`src/rtl/cache_arb_pkg.sv`:
```
// Shared types and helpers for the cache request arbiter: access codes,
// the queued request record and a saturating counter increment.
package cache_arb_pkg;

    typedef enum logic [1:0] {
        ACC_READ       = 2'd0,
        ACC_WRITE      = 2'd1,
        ACC_INVALIDATE = 2'd2,
        ACC_NOP        = 2'd3
    } access_t;

    typedef struct packed {
        access_t     acc;
        logic [31:0] addr;
    } req_t;

    localparam int          REQ_ADDR_W = 32;
    localparam logic [31:0] STAT_MAX   = 32'hFFFF_FFFF;

    function automatic logic [31:0] sat_inc(input logic [31:0] val);
        return (val == STAT_MAX) ? val : val + 32'd1;
    endfunction

endpackage

```
`src/rtl/cache_req_fifo.sv`:
```
// Per-requester synchronous FIFO of req_t entries. Pointers wrap at DEPTH;
// push while full and pop while empty are ignored.
module cache_req_fifo
    import cache_arb_pkg::*;
#(
    parameter int DEPTH = 4
) (
    input  logic clk,
    input  logic rst_n,
    input  logic push,
    input  req_t push_data,
    input  logic pop,
    output logic full,
    output logic empty,
    output req_t head
);

    localparam int PTR_W = $clog2(DEPTH);
    localparam int CNT_W = PTR_W + 1;

    req_t             mem_q [DEPTH];
    req_t             mem_d [DEPTH];
    logic [PTR_W-1:0] wr_ptr_q, wr_ptr_d;
    logic [PTR_W-1:0] rd_ptr_q, rd_ptr_d;
    logic [CNT_W-1:0] count_q, count_d;
    logic             push_ok_s;
    logic             pop_ok_s;

    assign full  = (count_q == CNT_W'(DEPTH));
    assign empty = (count_q == CNT_W'(0));
    assign head  = mem_q[rd_ptr_q];

    // Next-state for storage, pointers and occupancy.
    always_comb begin
        mem_d     = mem_q;
        wr_ptr_d  = wr_ptr_q;
        rd_ptr_d  = rd_ptr_q;
        count_d   = count_q;
        push_ok_s = push && !full;
        pop_ok_s  = pop && !empty;
        if (push_ok_s) begin
            mem_d[wr_ptr_q] = push_data;
            wr_ptr_d        = wr_ptr_q + PTR_W'(1);
        end else begin
            wr_ptr_d = wr_ptr_q;
        end
        if (pop_ok_s) begin
            rd_ptr_d = rd_ptr_q + PTR_W'(1);
        end else begin
            rd_ptr_d = rd_ptr_q;
        end
        case ({push_ok_s, pop_ok_s})
            2'b10:   count_d = count_q + CNT_W'(1);
            2'b01:   count_d = count_q - CNT_W'(1);
            default: count_d = count_q;
        endcase
    end

    // Pointer and occupancy registers with synchronous reset.
    always_ff @(posedge clk) begin
        if (!rst_n) begin
            wr_ptr_q <= '0;
            rd_ptr_q <= '0;
            count_q  <= '0;
        end else begin
            wr_ptr_q <= wr_ptr_d;
            rd_ptr_q <= rd_ptr_d;
            count_q  <= count_d;
        end
    end

    // Entry storage; contents are don't-care while count is zero.
    always_ff @(posedge clk) begin
        mem_q <= mem_d;
    end

endmodule

```
`src/rtl/cache_req_arbiter.sv`:
```
// Round-robin arbiter sharing one cache port between NUM_REQ requesters.
// Optional statistics counters are enabled with CACHE_ARB_STATS_EN.
module cache_req_arbiter
    import cache_arb_pkg::*;
#(
    parameter int NUM_REQ    = 4,
    parameter int ADDR_W     = 32,
    parameter int FIFO_DEPTH = 4
) (
    input  logic                         clk,
    input  logic                         rst_n,
    input  logic [NUM_REQ-1:0]           req_valid,
    input  logic [2*NUM_REQ-1:0]         req_type,
    input  logic [ADDR_W*NUM_REQ-1:0]    req_addr,
    output logic [NUM_REQ-1:0]           req_ready,
    output logic [1:0]                   cache_access_type,
    output logic [ADDR_W-1:0]            cache_hex_address,
    output logic                         grant_valid,
    output logic [$clog2(NUM_REQ)-1:0]   grant_id
`ifdef CACHE_ARB_STATS_EN
    ,
    output logic [32*NUM_REQ-1:0]        stat_grant_cnt,
    output logic [31:0]                  stat_drop_cnt
`endif
);

    localparam int ID_W  = $clog2(NUM_REQ);
    localparam int SUM_W = ID_W + 1;

    logic [NUM_REQ-1:0] full_s;
    logic [NUM_REQ-1:0] empty_s;
    logic [NUM_REQ-1:0] push_s;
    logic [NUM_REQ-1:0] pop_s;
    req_t               head_s      [NUM_REQ];
    req_t               push_data_s [NUM_REQ];

    logic               win_found_s;
    logic [ID_W-1:0]    win_idx_s;

    access_t            acc_type_q, acc_type_d;
    logic [ADDR_W-1:0]  acc_addr_q, acc_addr_d;
    logic               grant_valid_q, grant_valid_d;
    logic [ID_W-1:0]    grant_id_q, grant_id_d;
    logic [ID_W-1:0]    rr_ptr_q, rr_ptr_d;

    // Ready reflects pre-pop occupancy, so a full FIFO never accepts while popped.
    assign req_ready = rst_n ? ~full_s : '0;

    for (genvar g = 0; g < NUM_REQ; g++) begin : g_fifo
        cache_req_fifo #(
            .DEPTH (FIFO_DEPTH)
        ) u_fifo (
            .clk       (clk),
            .rst_n     (rst_n),
            .push      (push_s[g]),
            .push_data (push_data_s[g]),
            .pop       (pop_s[g]),
            .full      (full_s[g]),
            .empty     (empty_s[g]),
            .head      (head_s[g])
        );
    end

    // Decode requester inputs; NOP entries are accepted but never queued.
    always_comb begin
        for (int i = 0; i < NUM_REQ; i++) begin
            push_data_s[i].acc  = access_t'(req_type[2*i +: 2]);
            push_data_s[i].addr = REQ_ADDR_W'(req_addr[ADDR_W*i +: ADDR_W]);
            push_s[i]           = req_valid[i] && req_ready[i] &&
                                  (push_data_s[i].acc != ACC_NOP);
        end
    end

    // Round-robin pick: first non-empty FIFO starting at rr_ptr.
    always_comb begin
        logic [SUM_W-1:0] sum;
        logic [ID_W-1:0]  cand;
        win_found_s = 1'b0;
        win_idx_s   = '0;
        for (int k = 0; k < NUM_REQ; k++) begin
            sum = {1'b0, rr_ptr_q} + SUM_W'(k);
            if (sum >= SUM_W'(NUM_REQ)) begin
                sum = sum - SUM_W'(NUM_REQ);
            end else begin
                sum = sum;
            end
            cand = sum[ID_W-1:0];
            if (!win_found_s && !empty_s[cand]) begin
                win_found_s = 1'b1;
                win_idx_s   = cand;
            end else begin
                win_found_s = win_found_s;
            end
        end
    end

    // Output and pointer next-state; the winner is popped on the same edge.
    always_comb begin
        pop_s         = '0;
        acc_type_d    = ACC_NOP;
        acc_addr_d    = '0;
        grant_valid_d = 1'b0;
        grant_id_d    = grant_id_q;
        rr_ptr_d      = rr_ptr_q;
        if (win_found_s) begin
            pop_s[win_idx_s] = 1'b1;
            acc_type_d       = head_s[win_idx_s].acc;
            acc_addr_d       = ADDR_W'(head_s[win_idx_s].addr);
            grant_valid_d    = 1'b1;
            grant_id_d       = win_idx_s;
            if (win_idx_s == ID_W'(NUM_REQ - 1)) begin
                rr_ptr_d = '0;
            end else begin
                rr_ptr_d = win_idx_s + ID_W'(1);
            end
        end else begin
            grant_id_d = grant_id_q;
            rr_ptr_d   = rr_ptr_q;
        end
    end

    // Registered cache-side outputs and round-robin pointer.
    always_ff @(posedge clk) begin
        if (!rst_n) begin
            acc_type_q    <= ACC_NOP;
            acc_addr_q    <= '0;
            grant_valid_q <= 1'b0;
            grant_id_q    <= '0;
            rr_ptr_q      <= '0;
        end else begin
            acc_type_q    <= acc_type_d;
            acc_addr_q    <= acc_addr_d;
            grant_valid_q <= grant_valid_d;
            grant_id_q    <= grant_id_d;
            rr_ptr_q      <= rr_ptr_d;
        end
    end

    assign cache_access_type = acc_type_q;
    assign cache_hex_address = acc_addr_q;
    assign grant_valid       = grant_valid_q;
    assign grant_id          = grant_id_q;

`ifdef CACHE_ARB_STATS_EN
    logic [31:0] grant_cnt_q [NUM_REQ];
    logic [31:0] grant_cnt_d [NUM_REQ];
    logic [31:0] drop_cnt_q, drop_cnt_d;

    // Saturating per-requester grant counts and accepted-NOP count.
    always_comb begin
        grant_cnt_d = grant_cnt_q;
        drop_cnt_d  = drop_cnt_q;
        for (int i = 0; i < NUM_REQ; i++) begin
            if (win_found_s && (win_idx_s == ID_W'(i))) begin
                grant_cnt_d[i] = sat_inc(grant_cnt_q[i]);
            end else begin
                grant_cnt_d[i] = grant_cnt_q[i];
            end
            if (req_valid[i] && req_ready[i] && (req_type[2*i +: 2] == 2'd3)) begin
                drop_cnt_d = sat_inc(drop_cnt_d);
            end else begin
                drop_cnt_d = drop_cnt_d;
            end
        end
    end

    // Statistics registers, cleared by reset.
    always_ff @(posedge clk) begin
        if (!rst_n) begin
            for (int i = 0; i < NUM_REQ; i++) begin
                grant_cnt_q[i] <= 32'd0;
            end
            drop_cnt_q <= 32'd0;
        end else begin
            grant_cnt_q <= grant_cnt_d;
            drop_cnt_q  <= drop_cnt_d;
        end
    end

    for (genvar g = 0; g < NUM_REQ; g++) begin : g_stat
        assign stat_grant_cnt[32*g +: 32] = grant_cnt_q[g];
    end
    assign stat_drop_cnt = drop_cnt_q;
`endif

endmodule

```
`config.mk`:
```
export PLATFORM = sky130hd
export DESIGN_NAME = cache_req_arbiter
export DESIGN_NICKNAME = d
export VERILOG_FILES = /design/src/rtl/cache_arb_pkg.sv /design/src/rtl/cache_req_fifo.sv /design/src/rtl/cache_req_arbiter.sv
export SDC_FILE = /design/constraint.sdc
export NUM_CORES = 1
export LEC_CHECK = 0
export ABC_AREA = 1
export BUFFER_PORTS_ARGS = -buffer_cell sky130_fd_sc_hd__buf_4
export CELL_PAD_IN_SITES_DETAIL_PLACEMENT = 0
export CELL_PAD_IN_SITES_GLOBAL_PLACEMENT = 1
export CORE_ASPECT_RATIO = 0.6
export CORE_UTILIZATION = 35
export DETAILED_ROUTE_END_ITERATION = 7
export PLACE_DENSITY_LB_ADDON = 0.1
export SKIP_LAST_GASP = 1
export SLEW_MARGIN = 30
export SYNTH_ARGS = -nofsm -noshare
export SYNTH_HDL_FRONTEND = slang
export SYNTH_HIERARCHICAL = 1
export SYNTH_SLANG_ARGS = --single-unit
export TNS_END_PERCENT = 100
```
`constraint.sdc`:
```
create_clock -name clk -period 3.3 [get_ports clk]
set_clock_uncertainty 0.2 [all_clocks]
set_input_delay 0.495 -clock clk [delete_from_list [all_inputs] [get_ports clk]]
set_output_delay 0.495 -clock clk [all_outputs]
set_load 0.02 [all_outputs]
```
==> results of run 1 <==
## cell families after synthesis
group / count (synthesis) / synth area share (%)
flops: 611 / 71.25
simple gates: 662 / 11.36
compound gates: 478 / 10.33
buf+inv: 300 / 5.683
fa+ha+maj: 25 / 1.382
## cell type report
class | count | share of cell area (%)
clock buffers | 86 | 5.440
diodes | 3 | 0.02432
repair buffers | 392 | 11.13
flip-flops and latches | 611 | 57.29
well taps | 924 | 3.745
multi-input cells | 1165 | 19.09
inverters | 181 | 2.242
clock inverters | 26 | 1.030
## repair_timing
item,in CTS,in global routing
hold buffers,136,0
pin swaps,0,6
endpoints found under the hold margin,544,0
buffers inserted,0,2
endpoints found under the setup margin,2,8
resized for setup,2,30
## power by group through the flow
stage                     clock (W)  combinational (W)  sequential [W]
after floorplan                   0            0.00494         0.00944
after global placement            0            0.00838         0.00932
after detailed placement          0            0.00841         0.00933
after CTS                   0.00718            0.00858         0.00916
after global routing        0.00746            0.00952         0.00920
final                       0.00699            0.00870         0.00917
## stage by stage
step | worst slack, ns | instances
after global placement | 0.02719 | 3135
after floorplan | -0.1276 | 2076
after CTS | 0.01663 | 3383
after detailed placement | -0.04299 | 3135
after global routing | -0.03697 | 3385
final | 0.1988 | 3388
## state kept, by name (all words and copies together), names as in the netlist
register / count
grant_valid: 1
cache_access_type: 2
cache_hex_address: 32
g_fifo.u_fifo/count_q: 12
g_fifo.u_fifo/wr_ptr_q: 8
rr_ptr_q: 2
g_fifo.u_fifo/mem_q: 544
g_fifo.u_fifo/rd_ptr_q: 8
grant_id: 2
## cell usage in the layout (no fill, tap or decap), types with 19 or more instances in the layout
cell type	netlist	final
sky130_fd_sc_hd__dfxtp_1	67	61
sky130_fd_sc_hd__nand2_1	168	161
sky130_fd_sc_hd__o21ai_1	28	28
sky130_fd_sc_hd__clkbuf_16	0	60
sky130_fd_sc_hd__nand3_1	125	125
sky130_fd_sc_hd__o21ai_0	253	253
sky130_fd_sc_hd__nand3b_1	34	34
sky130_fd_sc_hd__dlygate4sd3_1	0	136
sky130_fd_sc_hd__nor2_1	317	293
sky130_fd_sc_hd__a21oi_1	61	60
sky130_fd_sc_hd__o22ai_1	136	136
sky130_fd_sc_hd__inv_1	170	166
sky130_fd_sc_hd__ha_1	21	19
sky130_fd_sc_hd__edfxtp_1	544	544
sky130_fd_sc_hd__buf_4	0	243
## routing by layer
layer / share of wire (%) / track usage (%) / wire [um]
met1: 51 / 30.38 / 36380
met2: 42 / 28.16 / 30210
met3: 5.5 / 4.005 / 3922
met4: 1.8 / 4.674 / 1268
met5: 0 / 0 / 0
## worst reg2reg max path: stages (launching register included)
cell                      delay [ns]
sky130_fd_sc_hd__dfxtp_1        0.32
sky130_fd_sc_hd__nor2_2         0.15
sky130_fd_sc_hd__nand2_2        0.09
sky130_fd_sc_hd__inv_2          0.08
sky130_fd_sc_hd__nand2_1        0.08
sky130_fd_sc_hd__nand2_1        0.12
sky130_fd_sc_hd__nand2_1        0.08
sky130_fd_sc_hd__nand2_2        0.11
sky130_fd_sc_hd__nand4_1        0.16
sky130_fd_sc_hd__nand2_2        0.13
sky130_fd_sc_hd__nand2_4        0.06
sky130_fd_sc_hd__buf_6          0.19
sky130_fd_sc_hd__nor2_4         0.13
sky130_fd_sc_hd__nand2_1        0.09
sky130_fd_sc_hd__inv_1          0.08
sky130_fd_sc_hd__ha_1           0.17
sky130_fd_sc_hd__inv_1          0.07
sky130_fd_sc_hd__fa_1           0.38
sky130_fd_sc_hd__nand2_1        0.09
sky130_fd_sc_hd__nand3_1        0.10
sky130_fd_sc_hd__nand2_1        0.07
sky130_fd_sc_hd__nand2_1        0.04
sky130_fd_sc_hd__nor2_1         0.09
## final timing paths
| check | startpoint | endpoint | depth (start not counted) |
|---|---|---|---|
| max reg2reg | g_fifo[1].u_fifo/count_q[0] | g_fifo[2].u_fifo/count_q[2] | 22 |
| min | req_valid[0] | g_fifo[0].u_fifo/wr_ptr_q[0] | 5 |
| min reg2reg | grant_id[1] | grant_id[1] | 2 |
| max | g_fifo[1].u_fifo/count_q[0] | g_fifo[2].u_fifo/count_q[2] | 22 |
==> results.toml, run 1 <==
[status]
status = "finished, final reports clean"

[floorplanning]
die-width_um = 345.7
die_height_um = 208.2
initial_core_util_pct = 35.44
num_io_pins = 183
rows = 75
design.die.area_um2 = 71990
floorplan.core_area_um2 = 70000

[cells_and_area]
postLayoutCellArea_um2 = 30870
number_of_nets_in_the_final_layout = 2577
seqCellArea_um2 = 17680
final_core_util_pct = 44.09
layout_area_growth_over_synthesis_pct = 24.41
fill_cells = 6562
multi_input_area_um2 = 5893
final_layout_size_suffix_gt1_share_pct = 16.90

[drt]
drt-initial-drc-count = 1177
detail_route.first_pass.iterations = 5
post_drt_via_cell_ratio = 4.922
post-route-drc-count = 0
detail_route.wl_per_cell_um = 21.19
via_total_after_detailed_routing = 16680
antenna_violating_nets_post_route = 0
routed_wire_length_mm = 71.78

[grt]
grt_overflow = 0
grt_max_degree = 72
antenna_found_initial = 2
grt_pass1_wl_mm = 105.1
first_global_vias = 15980
grt_util_all_layers_pct = 19.69

[yosys]
synth_edf_count = 544
seq_area_frac_synth_pct = 71.25
async_reset_ff_share_pct = 0
post_synth.cell_area_avg_um2 = 11.95
synthesis.nets = 2243
netlist.area_leader.share_pct = 65.84
synthesis.instances = 2076
synth.distinct_cells = 25
synth_top_cells_by_area = "sky130_fd_sc_hd__edfxtp_1 (66%), sky130_fd_sc_hd__dfxtp_1 (5.4%), sky130_fd_sc_hd__o21ai_0 (5.1%)"
dominantRegCellSynth = "sky130_fd_sc_hd__edfxtp_1"
ys_seq_elements = 611
post-synth-top-area-cell = "sky130_fd_sc_hd__edfxtp_1"
synth.most_common_cell = "sky130_fd_sc_hd__edfxtp_1"
synth_top_cells_by_count = "sky130_fd_sc_hd__edfxtp_1 (544), sky130_fd_sc_hd__nor2_1 (317), sky130_fd_sc_hd__o21ai_0 (253)"
synth_area_um2 = 24810
yosysWarningCount = 6

[worst_hold_path]
hold_path_class = "input port to flop"

[timing]
finalCritPeriodShare_pct = 93.98
fmax_mhz = 322.5
whs_ns = 0.1175
setup_viol = 0
rsz0062_at_grt = "yes"
timing_max_transition_violations_final = 0
slew_headroom_pct = 45.79
worstMarginPinSlew_ns = 0.8131
final.setup.tns_ns = 0
post-route-min-period_ns = 3.101
report.final.hold_viol_count = 0

[setup_path]
top_delay_family_on_crit_path = "simple AND/OR/NAND/NOR gates"
crit_chain = "nor2_2, nand2_2, inv_2, nand2_1, nand2_1, nand2_1, nand2_2, nand4_1, nand2_2, nand2_4, buf_6, nor2_4, nand2_1, inv_1, ha_1, inv_1, fa_1, nand2_1, nand3_1, nand2_1, nand2_1, nor2_1"
critical_path.n_buffers_inverters = 4
timing.critical_path.arrival_ns = 3.48
cp.required_ns = 3.67
critical-path-max-stage-delay_ns = 0.38
worst_setup_path_class = "flop to flop"
cp_slowest_cell = "sky130_fd_sc_hd__fa_1"
rrSetupSlack_ns = 0.20
setup.worst_path.start_class = "flop"
cpMostUsedCell = "sky130_fd_sc_hd__nand2_1"
critical_path.endpoint_type = "flop"
critPathMaxFanout = 35

[place]
dpl.hpwl_mm = 46.36
postPlaceCellArea_um2 = 27400
port_buffers = 182
place_congestion = 0.7926

[clock_network]
cts.clk_slew.worst_paths_ns = 0.07
total_number_of_clock_tree_sinks = 611
clock_root_buffer = "sky130_fd_sc_hd__clkbuf_16"
cts_max_path_buffers = 3
cts-buffers-inserted = 59
cts_tree = "built"
clock_latency_ns = 0.64
h-tree-depth = 2

[power]
finalPower_w = 0.02486
clock_power_share_pct = 28.1
p_sw_w = 0.009247
switching_share_pct = 37.20
power_leakage_nw = 11.43
peakVddDrop_mv = 0.7841
power_frac_comb_pct = 35.0
powerDensity_nw_per_um2 = 805.2
intPower_w = 0.01561
p_seq_share_pct = 36.9

[run]
reported_max_cap_violation_count = 0
(Power assumes the default switching activity.)
==> inputs of run 2 (changes only) <==
--- a/config.mk
+++ b/config.mk
@@ -17,6 +17,5 @@
 export SLEW_MARGIN = 30
 export SYNTH_ARGS = -nofsm -noshare
 export SYNTH_HDL_FRONTEND = slang
-export SYNTH_HIERARCHICAL = 1
 export SYNTH_SLANG_ARGS = --single-unit
 export TNS_END_PERCENT = 100
==> results.toml, run 2 <==
[worst_hold_path]
whs_endpoint = "g_fifo[2].u_fifo.count_q[1]"
hold_path_class = "input port to flop"
beginning_of_the_worst_hold_path = "rst_n"
instance_count_along_the_most_critical_hold_path = 3

[floorplanning]
floorplan.core_area_um2 = 68330
num_io_pins = 183
design.die.area_um2 = 70420
initial_core_util_pct = 35.51
rows = 74
die-width_um = 341.9
die_height_um = 206.0

[clock_network]
total_number_of_clock_tree_sinks = 611
cts_max_path_buffers = 3
h-tree-depth = 2
clock_root_buffer = "sky130_fd_sc_hd__clkbuf_16"
cts.clk_slew.worst_paths_ns = 0.07
clock_latency_ns = 0.64
cts_tree = "built"
cts-buffers-inserted = 59
cts_setup_buffers = 0

[yosys]
post-synth-top-area-cell = "sky130_fd_sc_hd__edfxtp_1"
synth_edf_count = 544
seq_area_frac_synth_pct = 72.85
synth_area_um2 = 24260
synth_top_cells_by_count = "sky130_fd_sc_hd__edfxtp_1 (544), sky130_fd_sc_hd__nor2_1 (328), sky130_fd_sc_hd__nand2_1 (257)"
synthesis.instances = 1985
synth.most_common_cell = "sky130_fd_sc_hd__edfxtp_1"
yosysWarningCount = 0
dominantRegCellSynth = "sky130_fd_sc_hd__edfxtp_1"
async_reset_ff_share_pct = 0
synthesis.nets = 2152
netlist.area_leader.share_pct = 67.32
ys_seq_elements = 611
synth_top_cells_by_area = "sky130_fd_sc_hd__edfxtp_1 (67%), sky130_fd_sc_hd__dfxtp_1 (5.5%), sky130_fd_sc_hd__nor2_1 (5.1%)"
synth.distinct_cells = 29
post_synth.cell_area_avg_um2 = 12.22

[setup_path]
timing.rr.end = "g_fifo[0].u_fifo.count_q[2]"
cp_slowest_cell = "sky130_fd_sc_hd__fa_1"
timing.rr.start = "rr_ptr_q[0]"
worst-r2r-cell-count = 17
cp.required_ns = 3.62
setup.worst_path.start_class = "flop"
crit_chain = "inv_2, nand3_1, nand2_1, nand2_1, nand2_1, a21oi_1, nand2_2, nand2_2, nand3_1, inv_1, ha_1, inv_1, fa_1, a21oi_1, o21ai_0, o21ai_0, a21oi_1"
rrSetupSlack_ns = 0.28
critical_path.endpoint_type = "flop"
timing.critical_path.arrival_ns = 3.34
worst_setup_path_class = "flop to flop"
critical-path-max-stage-delay_ns = 0.44
critPathMaxFanout = 8

[timing]
slew_headroom_pct = 48.17
fmax_mhz = 330.9
worstMarginPinSlew_ns = 0.7775
post-route-min-period_ns = 3.022
finalCritPeriodShare_pct = 91.58
whs_ns = 0.2086
setup_viol = 0
rsz0062_at_grt = "no"
fin_ws_ns = 0.2777
timing_max_transition_violations_final = 0
report.final.hold_viol_count = 0

[drt]
antenna_violating_nets_post_route = 0
top_layer_used = "met4"
via_total_after_detailed_routing = 16530
routed_wire_length_mm = 72.71
post-route-drc-count = 18
met1_length_mm = 36.02
detail_route.wl_per_cell_um = 22.21
detail_route.first_pass.iterations = 7
routed-wl-met3_mm = 3.630
met2_wirelength_mm = 31.67
drt-initial-drc-count = 1508
post_drt_via_cell_ratio = 5.049

[grt]
grt_max_degree = 71
grt_pass1_wl_mm = 105.9
antenna_found_initial = 2
grt_overflow = 0
first_global_vias = 16060
grt_util_all_layers_pct = 20.52

[power]
p_sw_w = 0.009781
power_frac_comb_pct = 36.8
p_seq_share_pct = 36.1
switching_share_pct = 38.50
clock_power_share_pct = 27.0
power_leakage_nw = 10.95
peakVddDrop_mv = 0.8502
intPower_w = 0.01563
powerDensity_nw_per_um2 = 833.1

[cells_and_area]
largest_register_ff_count = 544
most-common-layout-cells = "sky130_fd_sc_hd__edfxtp_1 (544), sky130_fd_sc_hd__nor2_1 (309), sky130_fd_sc_hd__nand2_1 (257)"
final_core_util_pct = 44.63
top_register = "g_fifo.u_fifo.mem_q"
number_of_nets_in_the_final_layout = 2476
mostFrequentLayoutCell = "sky130_fd_sc_hd__edfxtp_1"
layout_area_growth_over_synthesis_pct = 25.70
layout.cells.non_filler = 3273
final_layout_size_suffix_gt1_share_pct = 16.31

[place]
placed_cells = 3024
port_buffers = 182
preCtsSetupSlack_ns = 0.08255
dpl.hpwl_mm = 46.68
place_congestion = 0.8026

[status]
violations = "design-rule violations"
status = "complete, but fails checks"

[run]
reported_max_cap_violation_count = 0
==> run 2: routing by layer <==
layer / GRT usage [%] / vias up
met5: 0 / -
met4: 5.141 / 0
met3: 3.054 / 79
met2: 30.70 / 404
met1: 31.04 / 8251
li1: - / 7791
==> run 2: area by class of cell <==
cell class / count / area (um2)
timing repair buffer: 387 / 3558
clock inverter: 32 / 324.1
tap: 912 / 1141
antenna: 1 / 2.502
sequential: 611 / 17690
inverter: 63 / 236.5
clock buffer: 80 / 1617
multi-input combinational: 1187 / 5933
fill: 6370 / 37830
==> run 2: kinds of logic (layout without fill, tap and decap cells) <==
kind of cell,after synthesis,in the layout,share of synthesized area [%]
other,0,1,0
DFF,611,611,72.85
buffers and inverters,187,562,3.336
adders and majority gates,25,25,1.413
AOI/OAI and AO/OA,443,443,10.32
xor gates and xnor gates,4,4,0.1754
and+or+nand+nor,715,715,11.90
==> run 2: through the flow <==
step | cell area, um2 | power (W) | TNS [ns]
2_1_floorplan | 24290 | 0.01476 | -41.61
3_3_place_gp | 27160 | 0.01852 | 0
3_5_place_dp | 27160 | 0.01858 | 0
4_1_cts | 30460 | 0.02563 | 0
5_1_grt | 30500 | 0.02680 | 0
6_report | 30500 | 0.02541 | 0
==> run 2: how the worst max path moves through the flow <==
| stage | start | end | slack [ns] | depth (start not counted) |
|---|---|---|---|---|
| 2_1_floorplan | rst_n | g_fifo[2].u_fifo.mem_q[0] | -0.31 | 5 |
| 3_3_place_gp | rr_ptr_q[0] | g_fifo[3].u_fifo.count_q[2] | 0.12 | 20 |
| 3_5_place_dp | rr_ptr_q[0] | g_fifo[3].u_fifo.count_q[2] | 0.08 | 20 |
| 4_1_cts | rr_ptr_q[0] | g_fifo[3].u_fifo.count_q[2] | 0.05 | 20 |
| 5_1_grt | g_fifo[0].u_fifo.count_q[0] | g_fifo[3].u_fifo.count_q[2] | 0.002 | 19 |
| 6_report | rr_ptr_q[0] | g_fifo[0].u_fifo.count_q[2] | 0.28 | 17 |
==> run 2: critical path: cells and delay by family (launching register included) <==
kind,cells,cell delay [ns]
buffers and inverters,3,0.25
flip-flops,1,0.42
AO/OA/AOI/OAI,5,0.71
AND/OR/NAND/NOR,7,0.73
adder cells (fa/ha/maj),2,0.58
==> run 2: what timing repair did <==
action	CTS	global route
setup endpoints to repair	0	5
hold buffers	136	0
endpoints found under the hold margin	544	0
resized for setup	0	13
==> run 2: power groups by stage <==
stage / sequential, W / combinational [W] / clock [W]
2_1_floorplan: 0.00942 / 0.00535 / 0
3_3_place_gp: 0.00933 / 0.00919 / 0
3_5_place_dp: 0.00933 / 0.00925 / 0
4_1_cts: 0.00917 / 0.00942 / 0.00704
5_1_grt: 0.00921 / 0.0103 / 0.00733
6_report: 0.00918 / 0.00936 / 0.00687
==> inputs of run 3 (changes only) <==
--- a/config.mk
+++ b/config.mk
@@ -9,7 +9,6 @@
 export BUFFER_PORTS_ARGS = -buffer_cell sky130_fd_sc_hd__buf_4
 export CELL_PAD_IN_SITES_DETAIL_PLACEMENT = 0
 export CELL_PAD_IN_SITES_GLOBAL_PLACEMENT = 1
-export CORE_ASPECT_RATIO = 0.6
 export CORE_UTILIZATION = 35
 export DETAILED_ROUTE_END_ITERATION = 7
 export PLACE_DENSITY_LB_ADDON = 0.1
==> results.toml, run 3 (synthesis gave the netlist of run 2 again) <==
[status]
status = "finished, final reports clean"

[setup_path]
timing.rr.end = "g_fifo[3].u_fifo.count_q[2]"
crit_chain = "buf_6, nand3_2, nand2_1, nand2_1, nand2_1, nand3_1, nor2_2, nor2_2, inv_4, ha_1, nand2_1, inv_1, ha_1, inv_1, fa_1, a21oi_1, o21ai_0, o21ai_1, a21oi_1"
rrSetupSlack_ns = 0.23
timing.rr.start = "rr_ptr_q[0]"
worst-r2r-cell-count = 19
setup.worst_path.start_class = "flop"
worstSetupStartpoint = "rr_ptr_q[0]"
cpMostUsedCell = "sky130_fd_sc_hd__nand2_1"
cp.required_ns = 3.57
cp_slowest_cell = "sky130_fd_sc_hd__fa_1"
worstSetupEndpoint = "g_fifo[3].u_fifo.count_q[2]"
critical_path.endpoint_type = "flop"
critical_path.n_buffers_inverters = 4
timing.critical_path.arrival_ns = 3.34
top_delay_family_on_crit_path = "simple AND/OR/NAND/NOR gates"
critical_path_cell_count = 19
critPathMaxFanout = 6
critical-path-max-stage-delay_ns = 0.39
worst_setup_path_class = "flop to flop"

[clock_network]
total_number_of_clock_tree_sinks = 611
clock_latency_ns = 0.60
cts_tree = "built"
clock_root_buffer = "sky130_fd_sc_hd__clkbuf_16"
cts-buffers-inserted = 68
h-tree-depth = 3
cts_max_path_buffers = 3
cts.clk_slew.worst_paths_ns = 0.06

[timing]
worstMarginPinSlew_ns = 0.7779
timing_max_transition_violations_final = 0
fin_ws_ns = 0.2312
fmax_mhz = 325.9
post-route-min-period_ns = 3.069
setup_viol = 0
finalCritPeriodShare_pct = 93.00
rsz0062_at_grt = "no"
report.final.hold_viol_count = 0
slew_headroom_pct = 48.14

[grt]
grt_pass1_wl_mm = 99.57
grt_overflow = 0
antenna_found_initial = 0
grt_util_all_layers_pct = 19.29
first_global_vias = 15830
grt_max_degree = 71

[place]
postPlaceCellArea_um2 = 26940
dpl.hpwl_mm = 43.89
place_congestion = 0.8579
port_buffers = 182
preCtsSetupSlack_ns = 0.02023

[power]
powerDensity_nw_per_um2 = 838.0
power_leakage_nw = 11.04
peakVddDrop_mv = 0.7253
finalPower_w = 0.02567

[cells_and_area]
top_register = "g_fifo.u_fifo.mem_q"
final_layout_size_suffix_gt1_share_pct = 16.54
mostFrequentLayoutCell = "sky130_fd_sc_hd__edfxtp_1"
postLayoutCellArea_um2 = 30630
most-common-layout-cells = "sky130_fd_sc_hd__edfxtp_1 (544), sky130_fd_sc_hd__nor2_1 (309), sky130_fd_sc_hd__nand2_1 (257)"
largest_register_ff_count = 544
antennaDiodeCount = 0
number_of_nets_in_the_final_layout = 2481
layout_area_growth_over_synthesis_pct = 26.23

[floorplanning]
initial_core_util_pct = 35.38
floorplan.core_area_um2 = 68590
num_io_pins = 183
rows = 96
die_height_um = 265.3
die-width_um = 265.3
design.die.area_um2 = 70380

[run]
reported_max_cap_violation_count = 0

[drt]
via_total_after_detailed_routing = 16130
post-route-drc-count = 0
post_drt_via_cell_ratio = 4.896
antenna_violating_nets_post_route = 0
drt-initial-drc-count = 1006
detail_route.first_pass.iterations = 5
routed_wire_length_mm = 68.16
detail_route.wl_per_cell_um = 20.68
routed-wl-met3_mm = 3.795
met1_length_mm = 28.65
met2_wirelength_mm = 33.72
top_layer_used = "met4"

[worst_hold_path]
hold_path_class = "input port to flop"
instance_count_along_the_most_critical_hold_path = 4
## run 3: cell types whose count changed in the layout (fill, tap and decap cells not counted), moves of 3 or more
cell,change
sky130_fd_sc_hd__clkbuf_16,+13
sky130_fd_sc_hd__nor2_2,+11
sky130_fd_sc_hd__buf_12,-11
sky130_fd_sc_hd__nor2_4,-11
sky130_fd_sc_hd__buf_4,+5
sky130_fd_sc_hd__clkbuf_1,-3
## run 3: worst min path at each step
stage,from,end,slack [ns]
after detailed placement,g_fifo[0].u_fifo.count_q[0],g_fifo[0].u_fifo.count_q[0],0.29
final,rst_n,g_fifo[0].u_fifo.rd_ptr_q[0],0.21
after CTS,rst_n,g_fifo[0].u_fifo.rd_ptr_q[0],0.19
after global placement,g_fifo[0].u_fifo.count_q[0],g_fifo[0].u_fifo.count_q[0],0.28
after global routing,rst_n,g_fifo[2].u_fifo.rd_ptr_q[0],0.23
after floorplan,g_fifo[0].u_fifo.count_q[0],g_fifo[0].u_fifo.count_q[0],0.25
## run 3: worst register-to-register path, cell delays in order, from the launching register on
cell and delay [ns]:
sky130_fd_sc_hd__dfxtp_4 0.38, sky130_fd_sc_hd__buf_6 0.15, sky130_fd_sc_hd__nand3_2 0.11, sky130_fd_sc_hd__nand2_1 0.11
sky130_fd_sc_hd__nand2_1 0.06, sky130_fd_sc_hd__nand2_1 0.11, sky130_fd_sc_hd__nand3_1 0.13, sky130_fd_sc_hd__nor2_2 0.14
sky130_fd_sc_hd__nor2_2 0.08, sky130_fd_sc_hd__inv_4 0.10, sky130_fd_sc_hd__ha_1 0.16, sky130_fd_sc_hd__nand2_1 0.07
sky130_fd_sc_hd__inv_1 0.08, sky130_fd_sc_hd__ha_1 0.14, sky130_fd_sc_hd__inv_1 0.07, sky130_fd_sc_hd__fa_1 0.39
sky130_fd_sc_hd__a21oi_1 0.14, sky130_fd_sc_hd__o21ai_0 0.12, sky130_fd_sc_hd__o21ai_1 0.14, sky130_fd_sc_hd__a21oi_1 0.06
## run 3: layer usage
| metal | up-vias | GRT usage, % |
|---|---|---|
| met5 | - | 0 |
| met4 | 0 | 6.593 |
| met3 | 105 | 4.258 |
| met2 | 340 | 32.74 |
| met1 | 7889 | 24.27 |
| li1 | 7798 | - |
## run 3: layout make-up
cell class	instances	area [um2]
flip-flops and latches	611	17690
repair buffers	383	3398
clock buffers	92	1958
clock inverters	28	289.0
multi-input cells	1187	5892
well taps	931	1165
fillers	6351	37960
inverters	63	239.0
## run 3: where the power goes
part	leakage [nW]	internal (W)	total [W]	switching [W]
Combinational	4.46	0.00264	0.00887	0.00623
Clock	1.11	0.00462	0.00758	0.00296
Sequential	5.48	0.00893	0.00921	0.000280
## run 3: per-stage QoR
stage | util, % | std cells | hold WS (ns) | TNS (ns)
2_1_floorplan | - | 1985 | 0.2538 | -41.61
3_3_place_gp | 39.27 | 3037 | 0.2754 | 0
3_5_place_dp | 39.27 | 3037 | 0.2859 | 0
4_1_cts | 44.53 | 3293 | 0.1889 | 0
5_1_grt | 44.66 | 3295 | 0.2278 | 0
6_report | 44.66 | 3295 | 0.2146 | 0
## run 3: repair_timing
action | in CTS | in global routing
resized for setup | 0 | 18
buffers inserted | 0 | 2
hold buffers | 136 | 0
setup endpoints to repair | 0 | 5
hold endpoints to repair | 544 | 0
